[config.mk]
export PLATFORM = sky130hd
export DESIGN_NAME = mips_alu_mc_flat
export DESIGN_NICKNAME = d
export VERILOG_FILES = /design/src/rtl/mips_alu_pkg.sv /design/src/rtl/mips_alu_mc_if.sv /design/src/rtl/mips_muldiv_iter.sv /design/src/rtl/mips_alu_mc.sv /design/src/flat_wrapper.sv
export SDC_FILE = /design/constraint.sdc
export NUM_CORES = 1
export LEC_CHECK = 0
export CAP_MARGIN = 30
export CORE_UTILIZATION = 45
export DETAILED_ROUTE_END_ITERATION = 7
export SETUP_SLACK_MARGIN = 0.2
export SLEW_MARGIN = 20
export SYNTH_ARGS = -nofsm -noshare
export SYNTH_HDL_FRONTEND = slang
export SYNTH_HIERARCHICAL = 1
export SYNTH_SLANG_ARGS = --single-unit
[constraint.sdc]
create_clock -name clk -period 8.6 [get_ports clk]
set_clock_uncertainty 0.1 [all_clocks]
set_input_delay 1.72 -clock clk [delete_from_list [all_inputs] [get_ports clk]]
set_output_delay 1.72 -clock clk [all_outputs]
set_load 0.05 [all_outputs]
[src/rtl/mips_alu_pkg.sv]
// mips_alu_pkg
// Shared constants for the multi-cycle MIPS ALU and the control unit:
// opcode and funct encodings the ALU understands, plus the FSM state type.
// No ports; import with "import mips_alu_pkg::*;".
package mips_alu_pkg;

    // Primary opcodes (instruction bits 31:26)
    localparam logic [5:0] OP_RTYPE = 6'b000000;
    localparam logic [5:0] OP_ADDI  = 6'b001000;
    localparam logic [5:0] OP_ADDIU = 6'b001001;
    localparam logic [5:0] OP_SLTI  = 6'b001010;
    localparam logic [5:0] OP_SLTIU = 6'b001011;
    localparam logic [5:0] OP_ANDI  = 6'b001100;
    localparam logic [5:0] OP_ORI   = 6'b001101;
    localparam logic [5:0] OP_LUI   = 6'b001111;

    // Funct codes (instruction bits 5:0) used when op is OP_RTYPE
    localparam logic [5:0] FN_SLL   = 6'b000000;
    localparam logic [5:0] FN_SRL   = 6'b000010;
    localparam logic [5:0] FN_SRA   = 6'b000011;
    localparam logic [5:0] FN_MFHI  = 6'b010000;
    localparam logic [5:0] FN_MFLO  = 6'b010010;
    localparam logic [5:0] FN_MULT  = 6'b011000;
    localparam logic [5:0] FN_MULTU = 6'b011001;
    localparam logic [5:0] FN_DIV   = 6'b011010;
    localparam logic [5:0] FN_DIVU  = 6'b011011;
    localparam logic [5:0] FN_ADD   = 6'b100000;
    localparam logic [5:0] FN_SUB   = 6'b100010;
    localparam logic [5:0] FN_AND   = 6'b100100;
    localparam logic [5:0] FN_OR    = 6'b100101;
    localparam logic [5:0] FN_SLT   = 6'b101010;
    localparam logic [5:0] FN_SLTU  = 6'b101011;

    // ALU sequencing states; IDLE is the only state that accepts work
    typedef enum logic [1:0] {
        IDLE = 2'd0,
        MUL  = 2'd1,
        DIV  = 2'd2
    } aluState_e;

endpackage

[src/rtl/mips_alu_mc_if.sv]
// mips_alu_mc_if
// Issue/result bundle between the register-read stage and the ALU.
//   master : drives in_valid, op, func, shamt, a, b; sees the rest
//   slave  : the ALU; drives in_ready, out_valid, result, hi, lo, illegal
interface mips_alu_mc_if #(
    parameter int WIDTH = 32,
    parameter int SHW   = $clog2(WIDTH)
);
    logic             in_valid;
    logic             in_ready;
    logic [5:0]       op;
    logic [5:0]       func;
    logic [SHW-1:0]   shamt;
    logic [WIDTH-1:0] a;
    logic [WIDTH-1:0] b;
    logic             out_valid;
    logic [WIDTH-1:0] result;
    logic [WIDTH-1:0] hi;
    logic [WIDTH-1:0] lo;
    logic             illegal;

    modport master (
        output in_valid, op, func, shamt, a, b,
        input  in_ready, out_valid, result, hi, lo, illegal
    );

    modport slave (
        input  in_valid, op, func, shamt, a, b,
        output in_ready, out_valid, result, hi, lo, illegal
    );
endinterface

[src/rtl/mips_muldiv_iter.sv]
// mips_muldiv_iter
// Iterative multiply (shift-add) and restoring divide, one bit per cycle.
// Ports:
//   clk, reset     clock, async active-high reset
//   start_i        load operands and begin WIDTH iterations
//   isDiv_i        1 = divide, 0 = multiply
//   isSigned_i     treat a_i/b_i as two's complement
//   a_i, b_i       operands (dividend/divisor or multiplicands)
//   done_o         high during the last iteration cycle; hi_o/lo_o are
//                  the final values to be captured at that clock edge
//   hi_o, lo_o     product upper/lower, or remainder/quotient
module mips_muldiv_iter #(
    parameter int WIDTH = 32,
    parameter int SHW   = $clog2(WIDTH)
) (
    input  logic             clk,
    input  logic             reset,
    input  logic             start_i,
    input  logic             isDiv_i,
    input  logic             isSigned_i,
    input  logic [WIDTH-1:0] a_i,
    input  logic [WIDTH-1:0] b_i,
    output logic             done_o,
    output logic [WIDTH-1:0] hi_o,
    output logic [WIDTH-1:0] lo_o
);

    localparam logic [SHW-1:0] LAST_STEP = SHW'(WIDTH - 1);

    logic               busy_q;
    logic               isDiv_q;
    logic               negMain_q;
    logic               negRem_q;
    logic [SHW-1:0]     count_q;
    logic [WIDTH-1:0]   operand_q;
    logic [2*WIDTH-1:0] prod_q;

    logic               aNeg;
    logic               bNeg;
    logic [WIDTH-1:0]   aMag;
    logic [WIDTH-1:0]   bMag;
    logic [WIDTH:0]     mulSum;
    logic [WIDTH:0]     divShift;
    logic [WIDTH:0]     divDiff;
    logic [2*WIDTH-1:0] prod_d;
    logic [2*WIDTH-1:0] signedProd;

    assign aNeg = isSigned_i & a_i[WIDTH-1];
    assign bNeg = isSigned_i & b_i[WIDTH-1];
    assign aMag = aNeg ? -a_i : a_i;
    assign bMag = bNeg ? -b_i : b_i;

    // One iteration step on prod_q.
    // Multiply: upper half accumulates the multiplicand when the LSB of the
    // multiplier is set, then the whole register shifts right.
    // Divide: upper half is the partial remainder, lower half the dividend
    // that gets replaced bit by bit with quotient bits from the right.
    always_comb begin
        mulSum   = {1'b0, prod_q[2*WIDTH-1:WIDTH]}
                 + (prod_q[0] ? {1'b0, operand_q} : {(WIDTH+1){1'b0}});
        divShift = {prod_q[2*WIDTH-1:WIDTH], prod_q[WIDTH-1]};
        divDiff  = divShift - {1'b0, operand_q};
        if (isDiv_q) begin
            if (divDiff[WIDTH]) begin
                prod_d = {divShift[WIDTH-1:0], prod_q[WIDTH-2:0], 1'b0};
            end else begin
                prod_d = {divDiff[WIDTH-1:0], prod_q[WIDTH-2:0], 1'b1};
            end
        end else begin
            prod_d = {mulSum, prod_q[WIDTH-1:1]};
        end
    end

    // Sign fix-up applied to the value produced by the final step so the
    // parent can register HI/LO at the same edge the last bit is formed.
    always_comb begin
        signedProd = negMain_q ? -prod_d : prod_d;
        if (isDiv_q) begin
            hi_o = negRem_q  ? -prod_d[2*WIDTH-1:WIDTH] : prod_d[2*WIDTH-1:WIDTH];
            lo_o = negMain_q ? -prod_d[WIDTH-1:0]       : prod_d[WIDTH-1:0];
        end else begin
            hi_o = signedProd[2*WIDTH-1:WIDTH];
            lo_o = signedProd[WIDTH-1:0];
        end
    end

    assign done_o = busy_q && (count_q == LAST_STEP);

    // Operand capture on start, then WIDTH steps. A zero divisor yields an
    // all-ones quotient and remainder |a|; leaving the quotient un-negated
    // keeps LO all ones for signed divides too, while the remainder sign
    // fix-up restores HI to the original a.
    always_ff @(posedge clk or posedge reset) begin
        if (reset) begin
            busy_q    <= 1'b0;
            isDiv_q   <= 1'b0;
            negMain_q <= 1'b0;
            negRem_q  <= 1'b0;
            count_q   <= '0;
            operand_q <= '0;
            prod_q    <= '0;
        end else if (start_i) begin
            busy_q    <= 1'b1;
            isDiv_q   <= isDiv_i;
            negMain_q <= isDiv_i ? ((aNeg ^ bNeg) && (b_i != '0)) : (aNeg ^ bNeg);
            negRem_q  <= aNeg;
            count_q   <= '0;
            operand_q <= bMag;
            prod_q    <= {{WIDTH{1'b0}}, aMag};
        end else if (busy_q) begin
            prod_q  <= prod_d;
            count_q <= count_q + 1'b1;
            if (count_q == LAST_STEP) begin
                busy_q <= 1'b0;
            end
        end
    end

endmodule

[src/rtl/mips_alu_mc.sv]
// mips_alu_mc
// Multi-cycle MIPS ALU: registered single-cycle R/I-type ops plus
// iterative mult/multu/div/divu into HI/LO, with a valid/ready handshake.
// Ports:
//   clk    rising-edge clock
//   reset  asynchronous active-high reset
//   bus    mips_alu_mc_if slave: in_valid/in_ready, op, func, shamt, a, b
//          in; out_valid pulse with result, hi, lo, illegal out
module mips_alu_mc
    import mips_alu_pkg::*;
#(
    parameter int WIDTH = 32,
    parameter int SHW   = $clog2(WIDTH)
) (
    input  logic          clk,
    input  logic          reset,
    mips_alu_mc_if.slave  bus
);

    aluState_e        state_q;
    logic             outValid_q;
    logic             illegal_q;
    logic [WIDTH-1:0] result_q;
    logic [WIDTH-1:0] hi_q;
    logic [WIDTH-1:0] lo_q;

    logic             accept;
    logic [WIDTH-1:0] result_d;
    logic             illegal_d;
    logic             startMul;
    logic             startDiv;
    logic             signedOp;
    logic             iterDone;
    logic [WIDTH-1:0] iterHi;
    logic [WIDTH-1:0] iterLo;

    assign accept        = bus.in_valid && (state_q == IDLE);
    assign bus.in_ready  = (state_q == IDLE);
    assign bus.out_valid = outValid_q;
    assign bus.result    = result_q;
    assign bus.hi        = hi_q;
    assign bus.lo        = lo_q;
    assign bus.illegal   = illegal_q;

    // Decode and single-cycle datapath. Immediates arrive already extended
    // in b, so I-type ops reuse the R-type arithmetic.
    always_comb begin
        result_d  = '0;
        illegal_d = 1'b0;
        startMul  = 1'b0;
        startDiv  = 1'b0;
        signedOp  = 1'b0;
        if (bus.op == OP_RTYPE) begin
            case (bus.func)
                FN_ADD:   result_d = bus.a + bus.b;
                FN_SUB:   result_d = bus.a - bus.b;
                FN_AND:   result_d = bus.a & bus.b;
                FN_OR:    result_d = bus.a | bus.b;
                FN_SLT:   result_d = {{(WIDTH-1){1'b0}}, $signed(bus.a) < $signed(bus.b)};
                FN_SLTU:  result_d = {{(WIDTH-1){1'b0}}, bus.a < bus.b};
                FN_SLL:   result_d = bus.b << bus.shamt;
                FN_SRL:   result_d = bus.b >> bus.shamt;
                FN_SRA:   result_d = $signed(bus.b) >>> bus.shamt;
                FN_MFHI:  result_d = hi_q;
                FN_MFLO:  result_d = lo_q;
                FN_MULT:  begin startMul = 1'b1; signedOp = 1'b1; end
                FN_MULTU: startMul = 1'b1;
                FN_DIV:   begin startDiv = 1'b1; signedOp = 1'b1; end
                FN_DIVU:  startDiv = 1'b1;
                default:  illegal_d = 1'b1;
            endcase
        end else begin
            case (bus.op)
                OP_ADDI, OP_ADDIU: result_d = bus.a + bus.b;
                OP_ANDI:  result_d = bus.a & bus.b;
                OP_ORI:   result_d = bus.a | bus.b;
                OP_SLTI:  result_d = {{(WIDTH-1){1'b0}}, $signed(bus.a) < $signed(bus.b)};
                OP_SLTIU: result_d = {{(WIDTH-1){1'b0}}, bus.a < bus.b};
                OP_LUI:   result_d = bus.b << 16;
                default:  illegal_d = 1'b1;
            endcase
        end
    end

    mips_muldiv_iter #(
        .WIDTH (WIDTH),
        .SHW   (SHW)
    ) u_iter (
        .clk        (clk),
        .reset      (reset),
        .start_i    (accept && (startMul || startDiv)),
        .isDiv_i    (startDiv),
        .isSigned_i (signedOp),
        .a_i        (bus.a),
        .b_i        (bus.b),
        .done_o     (iterDone),
        .hi_o       (iterHi),
        .lo_o       (iterLo)
    );

    // Sequencer with registered outputs. Single-cycle ops complete from
    // IDLE and keep it; mul/div park in MUL/DIV until the iterator's last
    // step, which returns to IDLE in the same edge that posts HI/LO.
    always_ff @(posedge clk or posedge reset) begin
        if (reset) begin
            state_q    <= IDLE;
            outValid_q <= 1'b0;
            illegal_q  <= 1'b0;
            result_q   <= '0;
            hi_q       <= '0;
            lo_q       <= '0;
        end else begin
            case (state_q)
                IDLE: begin
                    if (accept && startMul) begin
                        state_q    <= MUL;
                        outValid_q <= 1'b0;
                    end else if (accept && startDiv) begin
                        state_q    <= DIV;
                        outValid_q <= 1'b0;
                    end else if (accept) begin
                        outValid_q <= 1'b1;
                        result_q   <= result_d;
                        illegal_q  <= illegal_d;
                    end else begin
                        outValid_q <= 1'b0;
                    end
                end
                MUL, DIV: begin
                    if (iterDone) begin
                        state_q    <= IDLE;
                        outValid_q <= 1'b1;
                        result_q   <= '0;
                        illegal_q  <= 1'b0;
                        hi_q       <= iterHi;
                        lo_q       <= iterLo;
                    end else begin
                        outValid_q <= 1'b0;
                    end
                end
                default: begin
                    state_q    <= IDLE;
                    outValid_q <= 1'b0;
                end
            endcase
        end
    end

endmodule

[src/flat_wrapper.sv]
// flat-port wrapper written by rule: the top's interface ports become plain ports
module mips_alu_mc_flat import mips_alu_pkg::*;
#(
    parameter int WIDTH = 32,
    parameter int SHW   = $clog2(WIDTH)
)
  (clk, reset, bus_in_valid, bus_op, bus_func, bus_shamt, bus_a, bus_b, bus_in_ready, bus_out_valid, bus_result, bus_hi, bus_lo, bus_illegal);
  mips_alu_mc_if #(.WIDTH(WIDTH), .SHW(SHW)) bus_i ();
  input  logic clk;
  input  logic reset;
  input wire logic [$bits(bus_i.in_valid)-1:0] bus_in_valid;
  input wire logic [$bits(bus_i.op)-1:0] bus_op;
  input wire logic [$bits(bus_i.func)-1:0] bus_func;
  input wire logic [$bits(bus_i.shamt)-1:0] bus_shamt;
  input wire logic [$bits(bus_i.a)-1:0] bus_a;
  input wire logic [$bits(bus_i.b)-1:0] bus_b;
  output wire logic [$bits(bus_i.in_ready)-1:0] bus_in_ready;
  output wire logic [$bits(bus_i.out_valid)-1:0] bus_out_valid;
  output wire logic [$bits(bus_i.result)-1:0] bus_result;
  output wire logic [$bits(bus_i.hi)-1:0] bus_hi;
  output wire logic [$bits(bus_i.lo)-1:0] bus_lo;
  output wire logic [$bits(bus_i.illegal)-1:0] bus_illegal;
  assign bus_i.in_valid = bus_in_valid;
  assign bus_i.op = bus_op;
  assign bus_i.func = bus_func;
  assign bus_i.shamt = bus_shamt;
  assign bus_i.a = bus_a;
  assign bus_i.b = bus_b;
  assign bus_in_ready = bus_i.in_ready;
  assign bus_out_valid = bus_i.out_valid;
  assign bus_result = bus_i.result;
  assign bus_hi = bus_i.hi;
  assign bus_lo = bus_i.lo;
  assign bus_illegal = bus_i.illegal;
  mips_alu_mc #(.WIDTH(WIDTH), .SHW(SHW)) u_core (.clk(clk), .reset(reset), .bus(bus_i));
endmodule
# Yosys cells after proc, flatten, opt, wreduce, memory -nomap -nowiden
# Index checks and enable logic that the tools add are counted.
[word_totals]
regBits = 205
inputBits = 84
out_inout_bits = 99
wordCells = 134
[op_classes]
add_sub_neg = 10
order_cmp = 2
n_eq_ne = 29
n_shift = 3
muxes = 49
bitwise = 5
reduce_logical = 23
[ops]
columns = ["operator", "n"]
rows = [
  ["$mux W32", 12],
  ["$pmux W32 S11", 1],
  ["$mux W64", 5],
  ["$pmux W32 S6", 1],
  ["$neg A32 Y32", 4],
  ["$lt A32 B32 Y1", 2],
  ["$neg A64 Y64", 1],
  ["$pmux W32 S2", 1],
  ["$eq A6 B4 Y1 const B", 7],
  ["$eq A6 B5 Y1 const B", 6],
  ["$eq A6 B6 Y1 const B", 6],
  ["$add A32 B32 Y33", 1],
  ["$sub A33 B32 Y33", 1],
  ["$add A32 B32 Y32", 1],
  ["$and A32 B32 Y32", 1],
  ["$or A32 B32 Y32", 1],
  ["$reduce_bool A32 Y1", 1],
  ["$shl A32 B5 Y32", 1],
  ["$shr A32 B5 Y32", 1],
  ["$sshr A32 B5 Y32", 1],
  ["$sub A32 B32 Y32", 1],
  ["$mux W1", 21],
  ["$reduce_or A15 Y1", 1],
  ["$eq A6 B2 Y1 const B", 2],
  ["22 further kinds", 41],
]

# Depth between registers and ports, before layout
[logic_depth]
word_depth = 8
ltp_mapped = 26
depth_no_buf = 24

# By module
# The synthesis kept the hierarchy.
[by_module_without_submodules]
columns = ["mod", "instances", "cells_per_inst", "area_per_inst_um2", "seq_area_each_um2"]
rows = [
  ["mips_alu_mc", 1, 1734, 13822.0, 2502.4],
  ["mips_muldiv_iter", 1, 1756, 12881.1, 2627.5],
]

# Worst setup path before layout
# No wires, ideal clock.
[synth_timing]
path_kind = "reg2reg"
from = "register u_core.u_iter.prod_q[31]"
to = "register u_core.hi_q[18], in the netlist u_core/bus.hi[18]"
arrival_ps = 5410
slack_ps = 2965
path_stages_with_launch = 27
n_path_buf = 2
period_less_slack_ps = 5635
cell_sequence = "dfrtp_1 -> inv_1 -> ha_1 -> fa_1 -> nand2b_1 -> a21oi_1 -> o21ai_2 -> a21bo_1 -> buf_6 -> a21oi_4 -> buf_6 -> nor3_1 -> nor2_2 -> ha_1 -> nor3b_1 -> o221ai_1 -> nor3_1 -> and2_1 -> nand2_1 -> or2_2 -> nor3_1 -> o21ai_0 -> and2_1 -> nor4b_1 -> a31oi_1 -> xnor2_1 -> mux2_2"
[synth_via]
elab_chain_len = 6
elab_cells_between_ends = 8
[synth_lines]
columns = ["element", "line", "text"]
rows = [
  ["from (decl)", "mips_muldiv_iter.sv:36", "logic [2*WIDTH-1:0] prod_q;"],
  ["from (signal assigned)", "mips_muldiv_iter.sv:109", "prod_q <= {{WIDTH{1'b0}}, aMag};"],
  ["from (signal assigned)", "mips_muldiv_iter.sv:111", "prod_q <= prod_d;"],
  ["$sub A33 B32 Y33", "mips_muldiv_iter.sv:62", "divDiff = divShift - {1'b0, operand_q};"],
  ["$mux W64", "mips_muldiv_iter.sv:64", "if (divDiff[WIDTH]) begin"],
  ["$mux W64 (*)", "mips_muldiv_iter.sv:63", "if (isDiv_q) begin"],
  ["$neg A64 Y64 or $neg A32 Y32 (tied branches)", "mips_muldiv_iter.sv:77, mips_muldiv_iter.sv:79", ""],
  ["$mux W64 or $mux W32 (tied branches)", "mips_muldiv_iter.sv:77, mips_muldiv_iter.sv:79", ""],
  ["$mux W32 (*)", "mips_muldiv_iter.sv:78", "if (isDiv_q) begin"],
  ["net u_core.iterHi[18]", "mips_alu_mc.sv:34", "logic [WIDTH-1:0] iterHi;"],
  ["to (signal assigned)", "mips_alu_mc.sv:135", "hi_q <= iterHi;"],
  ["to (decl)", "mips_alu_mc.sv:24", "logic [WIDTH-1:0] hi_q;"],
]
# Mark *: on every way through the listed nets, which the timed path passes. The rest lies on a longest branch.
# A chain may end at the register's enable or synchronous reset.

# Worst setup path in the final report
# Same ends and word-level chain as after synthesis.

==> Flow_metrics.wiki <==
{| class="wikitable"
! Metric !! Value
|-
| Outcome || completed
|-
| Routed wire length || 137 mm
|-
| Unrepaired setup endpoints after global routing || false
|-
| Mean instance size in the synthesized netlist || 7.65 µm²
|-
| Via count || 30300
|-
| Initial detailed-routing violation count || 4058
|-
| Final-stage net count || 3816
|-
| Arrival @ worst endpoint || 7.27 ns
|-
| Sum of negative setup slack || 0 ns
|-
| Vertical die dimension || 246 µm
|-
| Final slew viol count || 0
|-
| Internal power summed over all cells || 3.16 mW
|-
| Gp weighted congestion || 1.15
|-
| Area delta synth->final || 12.8%
|-
| Total of warnings raised by yosys || 6
|-
| Max-capacitance violation count || 0
|-
| Worst setup slack for register-to-register paths || 1.73 ns
|-
| Switching share of power || 0.503
|-
| CTS Root Buffer Type || sky130_fd_sc_hd__clkbuf_16
|-
| Chip width || 246 µm
|-
| Fin util || 0.518
|-
| Headroom to the max-slew limit || 0.159
|-
| Clock power share || 0.196
|-
| DPL Wire Length || 105 mm
|-
| Fraction of final layout cells sized beyond drive strength 1 || 0.0998
|-
| Launching instance or port of the critical path || u_core/u_iter/prod_q[31]$_DFFE_PP0P_
|-
| Power per Cell Area || 211 nW/µm²
|-
| Antenna Nets Post-Route || 0
|-
| Synth Cell Area || 26700 µm²
|-
| Sequential cell area in the final layout || 5140 µm²
|-
| Cells after Synth || 3490
|-
| PortBufs || 182
|-
| Post-cts repair resize count || 0
|-
| Initial core utilization || 0.459
|-
| Largest net degree at the start of global routing || 80
|-
| Largest cells by area after synthesis || sky130_fd_sc_hd__dfrtp_1 19%, sky130_fd_sc_hd__ha_1 8.0%, sky130_fd_sc_hd__a21oi_1 6.3%
|-
| # IOs || 183
|-
| Endpoint of the most critical register-to-register path || u_core/bus.hi[18]$_DFFE_PP0P_
|-
| Area taken by multi-input logic gates || 19900 µm²
|-
| Number of hold buffers added after cts || 0
|-
| Crit path max fanout || 18
|-
| Routed via count divided by cell count || 6.99
|-
| Part of the cycle the worst path needs || 0.799
|-
| Commonest cells after routing, fill and taps aside || 420 x sky130_fd_sc_hd__nor2_1, 335 x sky130_fd_sc_hd__a21oi_1, 311 x sky130_fd_sc_hd__nand2_1
|-
| Portion of the post-synthesis area used by sequential elements || 0.192
|-
| Library cells used by synthesis || 121
|-
| Worst min-delay path class || reg -> reg
|-
| Remaining global-route overflow || 0
|-
| Total clock buffers created by CTS || 28
|-
| Drt drc || 0
|-
| Ys async rst share || 1.00
|-
| Number of inserted filler cells in the final layout || 5678
|-
| Antenna diode count || 0
|-
| Setup Viol. Count Final || 0
|-
| Clock tree from TritonCTS || yes
|-
| Number of levels the H-tree was split into || 1
|-
| Number of cells on the worst reg-to-reg path || 25
|-
| Number of failing hold endpoints at the final stage || 0
|-
| Most common cell after layout, fill and taps aside || sky130_fd_sc_hd__nor2_1
|-
| Portion of synthesized cell area occupied by the leading cell type || 0.192
|-
| Startpoint of the worst-slack reg-to-reg timing path || u_core/u_iter/prod_q[31]$_DFFE_PP0P_
|-
| Post-Syn Nets || 3749
|-
| Critical path class || reg -> reg
|-
| Flip-flop cell with the highest count after synthesis || sky130_fd_sc_hd__dfrtp_1
|-
| Sw power || 3.19 mW
|-
| Tightest hold margin || 0.390 ns
|-
| Core area || 58100 µm²
|-
| Area leader, netlist || sky130_fd_sc_hd__dfrtp_1
|-
| Number of synthesized register bits || 205
|-
| Overall track demand over capacity in global routing || 0.443
|-
| Total number of placement rows || 88
|-
| CP Launch Type || flop
|-
| Sinks on Clock Net || 205
|-
| Wire per inst || 31.6 µm
|-
| Static Leak || 12.6 nW
|-
| Global-route wire length before repair || 196 mm
|-
| Number of enable-type register cells in the synthesized netlist || 0
|-
| Maximum frequency from static timing analysis || 146 MHz
|-
| CTS Buffer Depth || 3
|-
| Sequential Power Share || 0.203
|-
| Endpoint class of the critical path || flop
|-
| Critical path endpoint || u_core/bus.hi[18]$_DFFE_PP0P_
|-
| Worst-margin pin slew || 1.26 ns
|-
| Post-CTS Setup Bufs || 0
|-
| Die Footprint || 60300 µm²
|-
| Vias in the first global route || 28000
|-
| Number of antenna violations at the first check in global routing || 9
|-
| Minimum period implied by the final worst setup slack || 6.87 ns
|-
| Clock transition at path regs || 0.06 ns
|-
| Drt first pass iters || 8
|-
| Fraction of power consumed by combinational cells || 0.601
|-
| Clock Latency Late Sink || 0.62 ns
|-
| Endpoint required time on the critical path || 9.00 ns
|-
| IR drop worst, VDD || 178 µV
|}
## per-stage QoR
stage               total power [mW]  area [µm²]  setup slack, ns  std cells
floorplan                       3.72       26700             2.97       3490
global route                    6.63       30100             1.44       4343
finish                          6.35       30100             1.73       4343
detailed placement              4.95       29100             1.99       4287
CTS                             6.21       30100             1.94       4338
global placement                4.90       29100             2.21       4286
## worst min path at each step
stage                                        endpoint                         startpoint  depth (start not counted)  slack [ns]
CTS                 u_core/bus.result[10]$_DFFE_PP0P_  u_core/bus.result[10]$_DFFE_PP0P_                          2        0.39
floorplan               u_core/state_q[0]$_DFFE_PP0P_      u_core/state_q[0]$_DFFE_PP0P_                          2        0.37
global route        u_core/bus.result[10]$_DFFE_PP0P_  u_core/bus.result[10]$_DFFE_PP0P_                          2        0.41
finish               u_core/bus.result[7]$_DFFE_PP0P_   u_core/bus.result[7]$_DFFE_PP0P_                          2        0.39
global placement       u_core/bus.illegal$_DFFE_PP0P_     u_core/bus.illegal$_DFFE_PP0P_                          2        0.37
detailed placement  u_core/bus.result[10]$_DFFE_PP0P_  u_core/bus.result[10]$_DFFE_PP0P_                          2        0.37
## critical path, stage by stage, from the launching register on
cell	delay, ns
sky130_fd_sc_hd__dfrtp_1	0.44
sky130_fd_sc_hd__inv_1	0.09
sky130_fd_sc_hd__ha_1	0.22
sky130_fd_sc_hd__fa_1	0.40
sky130_fd_sc_hd__nand2b_1	0.18
sky130_fd_sc_hd__a21oi_1	0.37
sky130_fd_sc_hd__o21ai_2	0.19
sky130_fd_sc_hd__a21bo_1	0.35
sky130_fd_sc_hd__a21oi_4	0.60
sky130_fd_sc_hd__nor3_1	0.31
sky130_fd_sc_hd__nor2_2	0.23
sky130_fd_sc_hd__ha_1	0.22
sky130_fd_sc_hd__nor3b_1	0.24
sky130_fd_sc_hd__o221ai_1	0.21
sky130_fd_sc_hd__nor3_1	0.28
sky130_fd_sc_hd__and2_1	0.26
sky130_fd_sc_hd__nand2_1	0.10
sky130_fd_sc_hd__or2_2	0.33
sky130_fd_sc_hd__nor3_1	0.21
sky130_fd_sc_hd__buf_4	0.20
sky130_fd_sc_hd__o21ai_0	0.09
sky130_fd_sc_hd__and2_1	0.20
sky130_fd_sc_hd__nor4b_1	0.31
sky130_fd_sc_hd__a31oi_1	0.15
sky130_fd_sc_hd__xnor2_1	0.16
sky130_fd_sc_hd__mux2_2	0.28
## Yosys cell counts (13+ instances only)
cell type	n
sky130_fd_sc_hd__o41ai_1	13
sky130_fd_sc_hd__a31oi_1	44
sky130_fd_sc_hd__nor4_1	24
sky130_fd_sc_hd__xnor2_1	117
sky130_fd_sc_hd__mux4_2	54
sky130_fd_sc_hd__o221ai_1	22
sky130_fd_sc_hd__nand4_1	23
sky130_fd_sc_hd__and2_1	59
sky130_fd_sc_hd__o31ai_1	33
sky130_fd_sc_hd__nor2_1	420
sky130_fd_sc_hd__a221o_1	21
sky130_fd_sc_hd__mux2i_1	98
sky130_fd_sc_hd__mux2_2	73
sky130_fd_sc_hd__o21bai_1	22
sky130_fd_sc_hd__or2_2	14
sky130_fd_sc_hd__inv_1	167
sky130_fd_sc_hd__o211ai_1	53
sky130_fd_sc_hd__buf_2	50
sky130_fd_sc_hd__a22oi_1	22
sky130_fd_sc_hd__xor2_1	95
sky130_fd_sc_hd__a211oi_1	38
sky130_fd_sc_hd__nor3_1	79
sky130_fd_sc_hd__ha_1	171
sky130_fd_sc_hd__nand2b_1	28
sky130_fd_sc_hd__or3_1	22
sky130_fd_sc_hd__and3_1	19
sky130_fd_sc_hd__a21o_1	45
sky130_fd_sc_hd__o22ai_1	16
sky130_fd_sc_hd__o21ai_0	253
sky130_fd_sc_hd__dfrtp_1	205
sky130_fd_sc_hd__nand3_1	56
sky130_fd_sc_hd__nor2b_1	15
sky130_fd_sc_hd__buf_1	24
sky130_fd_sc_hd__clkbuf_1	144
sky130_fd_sc_hd__a21oi_1	336
sky130_fd_sc_hd__nand2_1	312
sky130_fd_sc_hd__a221oi_1	60
## layout make-up
class	instances	share of cell area
multi-input combinational	2883	0.662
sequential	205	0.170
timing repair buffer	270	0.0828
tap	765	0.0318
clock buffer	42	0.0270
inverter	169	0.0213
clock inverter	9	0.00511
## sequential cells by signal, summed over array words and instances (netlist names), 2 cells and up
register and flops:
u_core/bus.hi 32, u_core/bus.lo 32, u_core/bus.result 32, u_core/state_q 2, u_core/u_iter/count_q 5, u_core/u_iter/operand_q 32, u_core/u_iter/prod_q 64
## kinds of logic after synthesis
| group | Yosys count | synth area share |
|---|---|---|
| xor+xnor | 212 | 0.0695 |
| simple gates | 1149 | 0.203 |
| fa+ha+maj | 175 | 0.0831 |
| mux | 226 | 0.114 |
| compound gates | 1121 | 0.276 |
| buf+inv | 402 | 0.0622 |
| flops | 205 | 0.192 |
## power by group through the flow
stage          clock network, mW  logic [mW]  registers (mW)
5_1_grt                     1.29        4.04            1.31
3_5_place_dp                   0        3.65            1.30
2_1_floorplan                  0        2.46            1.26
3_3_place_gp                   0        3.61            1.29
4_1_cts                     1.26        3.68            1.28
6_report                    1.24        3.82            1.29
## metal layers
metal / routed length (µm) / global-route usage
met3: 17900 / 0.125
met1: 55000 / 0.602
met5: 41 / 0
met4: 8670 / 0.240
met2: 55700 / 0.629
Power figures use the tool's default switching activity.
==> RTL change, RTL diff (config.mk and constraints unchanged) <==
`WIDTH` is set to 32 in 4 places; all go to 16.
--- a/src/rtl/mips_alu_mc_if.sv
+++ b/src/rtl/mips_alu_mc_if.sv
@@ -5,3 +5,3 @@
 interface mips_alu_mc_if #(
-    parameter int WIDTH = 32,
+    parameter int WIDTH = 16,
     parameter int SHW   = $clog2(WIDTH)
--- a/src/rtl/mips_muldiv_iter.sv
+++ b/src/rtl/mips_muldiv_iter.sv
@@ -12,3 +12,3 @@
 module mips_muldiv_iter #(
-    parameter int WIDTH = 32,
+    parameter int WIDTH = 16,
     parameter int SHW   = $clog2(WIDTH)
--- a/src/rtl/mips_alu_mc.sv
+++ b/src/rtl/mips_alu_mc.sv
@@ -11,3 +11,3 @@
 #(
-    parameter int WIDTH = 32,
+    parameter int WIDTH = 16,
     parameter int SHW   = $clog2(WIDTH)
--- a/src/flat_wrapper.sv
+++ b/src/flat_wrapper.sv
@@ -3,3 +3,3 @@
 #(
-    parameter int WIDTH = 32,
+    parameter int WIDTH = 16,
     parameter int SHW   = $clog2(WIDTH)
Ports: changed (6 resized); port bits go from 183 to 102. The function was not compared with the original's and may differ.
==> RTL change against the unedited design <==
- synthesized cell count is 51% lower
- sequential share of layout area is 1.3 points higher
- cell area is 51% lower
- total power is 75% lower
- maximum frequency is 26% higher
- combinational power is 84% lower
- routed wire length is 62% lower
- synthesized area is 50% lower
- largest power group unchanged
- worst setup slack better by 1.4 ns
- sequential cell count is 97 lower
- count of clock-buffer cells in the layout is 32 lower
- global-route usage is 9.4 points lower
==> RTL change: results (changes against the unedited design) <==
Power
  – Seq. pwr: 0.000542 W (was 0.00129 W)
  – Pleak: 6.12 nW (was 12.6 nW)
  – Comb power frac: 0.380 (was 0.601)
  – IR drop worst, VDD: 0.0877 mV (was 0.178 mV)
  – Sw Share: 0.405 (was 0.503)

Synth
  – Synth cell count leaders: nor2_1 (190), a21oi_1 (154), nand2_1 (137), dfrtp_1 (108), o21ai_0 (106) (was nor2_1 (420), a21oi_1 (336), nand2_1 (312), o21ai_0 (253), dfrtp_1 (205))
  – Post-synthesis adder-cell area fraction: 0.0921 (was 0.0831)
  – Avg Cell Area, Syn: 7.80 um2 (was 7.65 um2)
  – Mux contribution to synthesized area: 0.101 (was 0.114)
  – Compound-gate portion of the synthesized area: 0.270 (was 0.276)
  – Seq/Total Area, Yosys: 0.204 (was 0.192)
  – Seq cells post-synth: 108 (was 205)

Placed design
  – Placed Area: 14400 um2 (was 29100 um2)
  – GP Congestion: 1.01 (was 1.15)
  – Dpl hpwl: 40000 um (was 105000 um)
  – Port bufs: 101 (was 182)

Cells and area
  – Fillers: 2838 (was 5678)
  – Nonclk buf count: 120 (was 270)
  – # nets final: 1873 (was 3816)
  – Clock buffers: 10 (was 42)
  – Max reg flops: 32 (was 64)
  – Buffer share of cell area: 0.0784 (was 0.0828)
  – Inverters: 96 (was 169)
  – Share of layout cells above drive strength 1: 0.0837 (was 0.0998)
  – Inserted Diodes: 1 (was 0)

Route
  – Routed wl met3: 4680 um (was 17900 um)
  – Wl on met1: 24100 um (was 55000 um)
  – Routed length per instance: 24.9 um (was 31.6 um)
  – DR pass1 iterations: 6 (was 8)

Global route
  – Number of global-route vias before repair: 12410 (was 27971)
  – Initial antenna violation count: 1 (was 9)
  – GRT Overall Usage: 0.349 (was 0.443)

Outcome
  – Status: completed (unchanged)

Critical path
  – R2R cell count: 18 (was 25)
  – Slowest CP cell: a2111oi_0 (was a21oi_4)
  – Max incr delay on CP: 0.49 ns (was 0.60 ns)
  – Critical Path End: u_core/bus.hi[14] (was u_core/bus.hi[18])

Clocking
  – Clock-pin slew on the worst setup and hold paths: 0.09 ns (was 0.06 ns)

Timing
  – Worst-Margin Slew: 1.05 ns (was 1.26 ns)
## RTL change: cell count changes after synthesis, moves of 44 or more
cell and delta:
nor2_1 -230, a21oi_1 -182, nand2_1 -175, o21ai_0 -147, dfrtp_1 -97, clkbuf_1 -94
ha_1 -80, inv_1 -74, xnor2_1 -63, xor2_1 -50, mux4_2 -45, a221oi_1 -44
## RTL change: metrics by stage
stage	setup WS, ns	cells	hold WS [ns]	power (W)
finish	3.15	2117	0.395	0.00161
global route	2.67	2117	0.441	0.00169
CTS	3.16	2114	0.403	0.00161
detailed placement	3.19	2098	0.381	0.00115
global placement	3.24	2098	0.374	0.00115
floorplan	4.14	1695	0.374	0.000951
## RTL change: cells by family (layout without fill, tap and decap cells)
kind of cell	Yosys count	after routing
fa+ha+maj	95	95
buf+inv	195	232
simple gates	560	560
flops	108	108
xor+xnor	100	100
compound gates	521	521
other cells	0	1
mux	116	116
## RTL change: worst min-delay path by stage
| stage | start | to | slack [ns] | cells past startpoint |
|---|---|---|---|---|
| global placement | u_core/bus.illegal | u_core/bus.illegal | 0.37 | 2 |
| finish | u_core/bus.illegal | u_core/bus.illegal | 0.39 | 2 |
| floorplan | u_core/state_q[0] | u_core/state_q[0] | 0.37 | 2 |
| CTS | u_core/bus.result[5] | u_core/bus.result[5] | 0.40 | 1 |
| global route | u_core/bus.result[4] | u_core/bus.result[4] | 0.44 | 1 |
| detailed placement | u_core/bus.result[5] | u_core/bus.result[5] | 0.38 | 1 |
## RTL change: layer usage
layer,vias up,track usage
li1,6284,-
met1,6477,0.519
met5,-,0
met4,0,0.119
met2,681,0.509
met3,89,0.0524
## RTL change: tightest hold or removal path: stages, from the launching register on
cell and delay [ns]:
dfrtp_1 0.36, nand2_1 0.05, o21ai_0 0.06
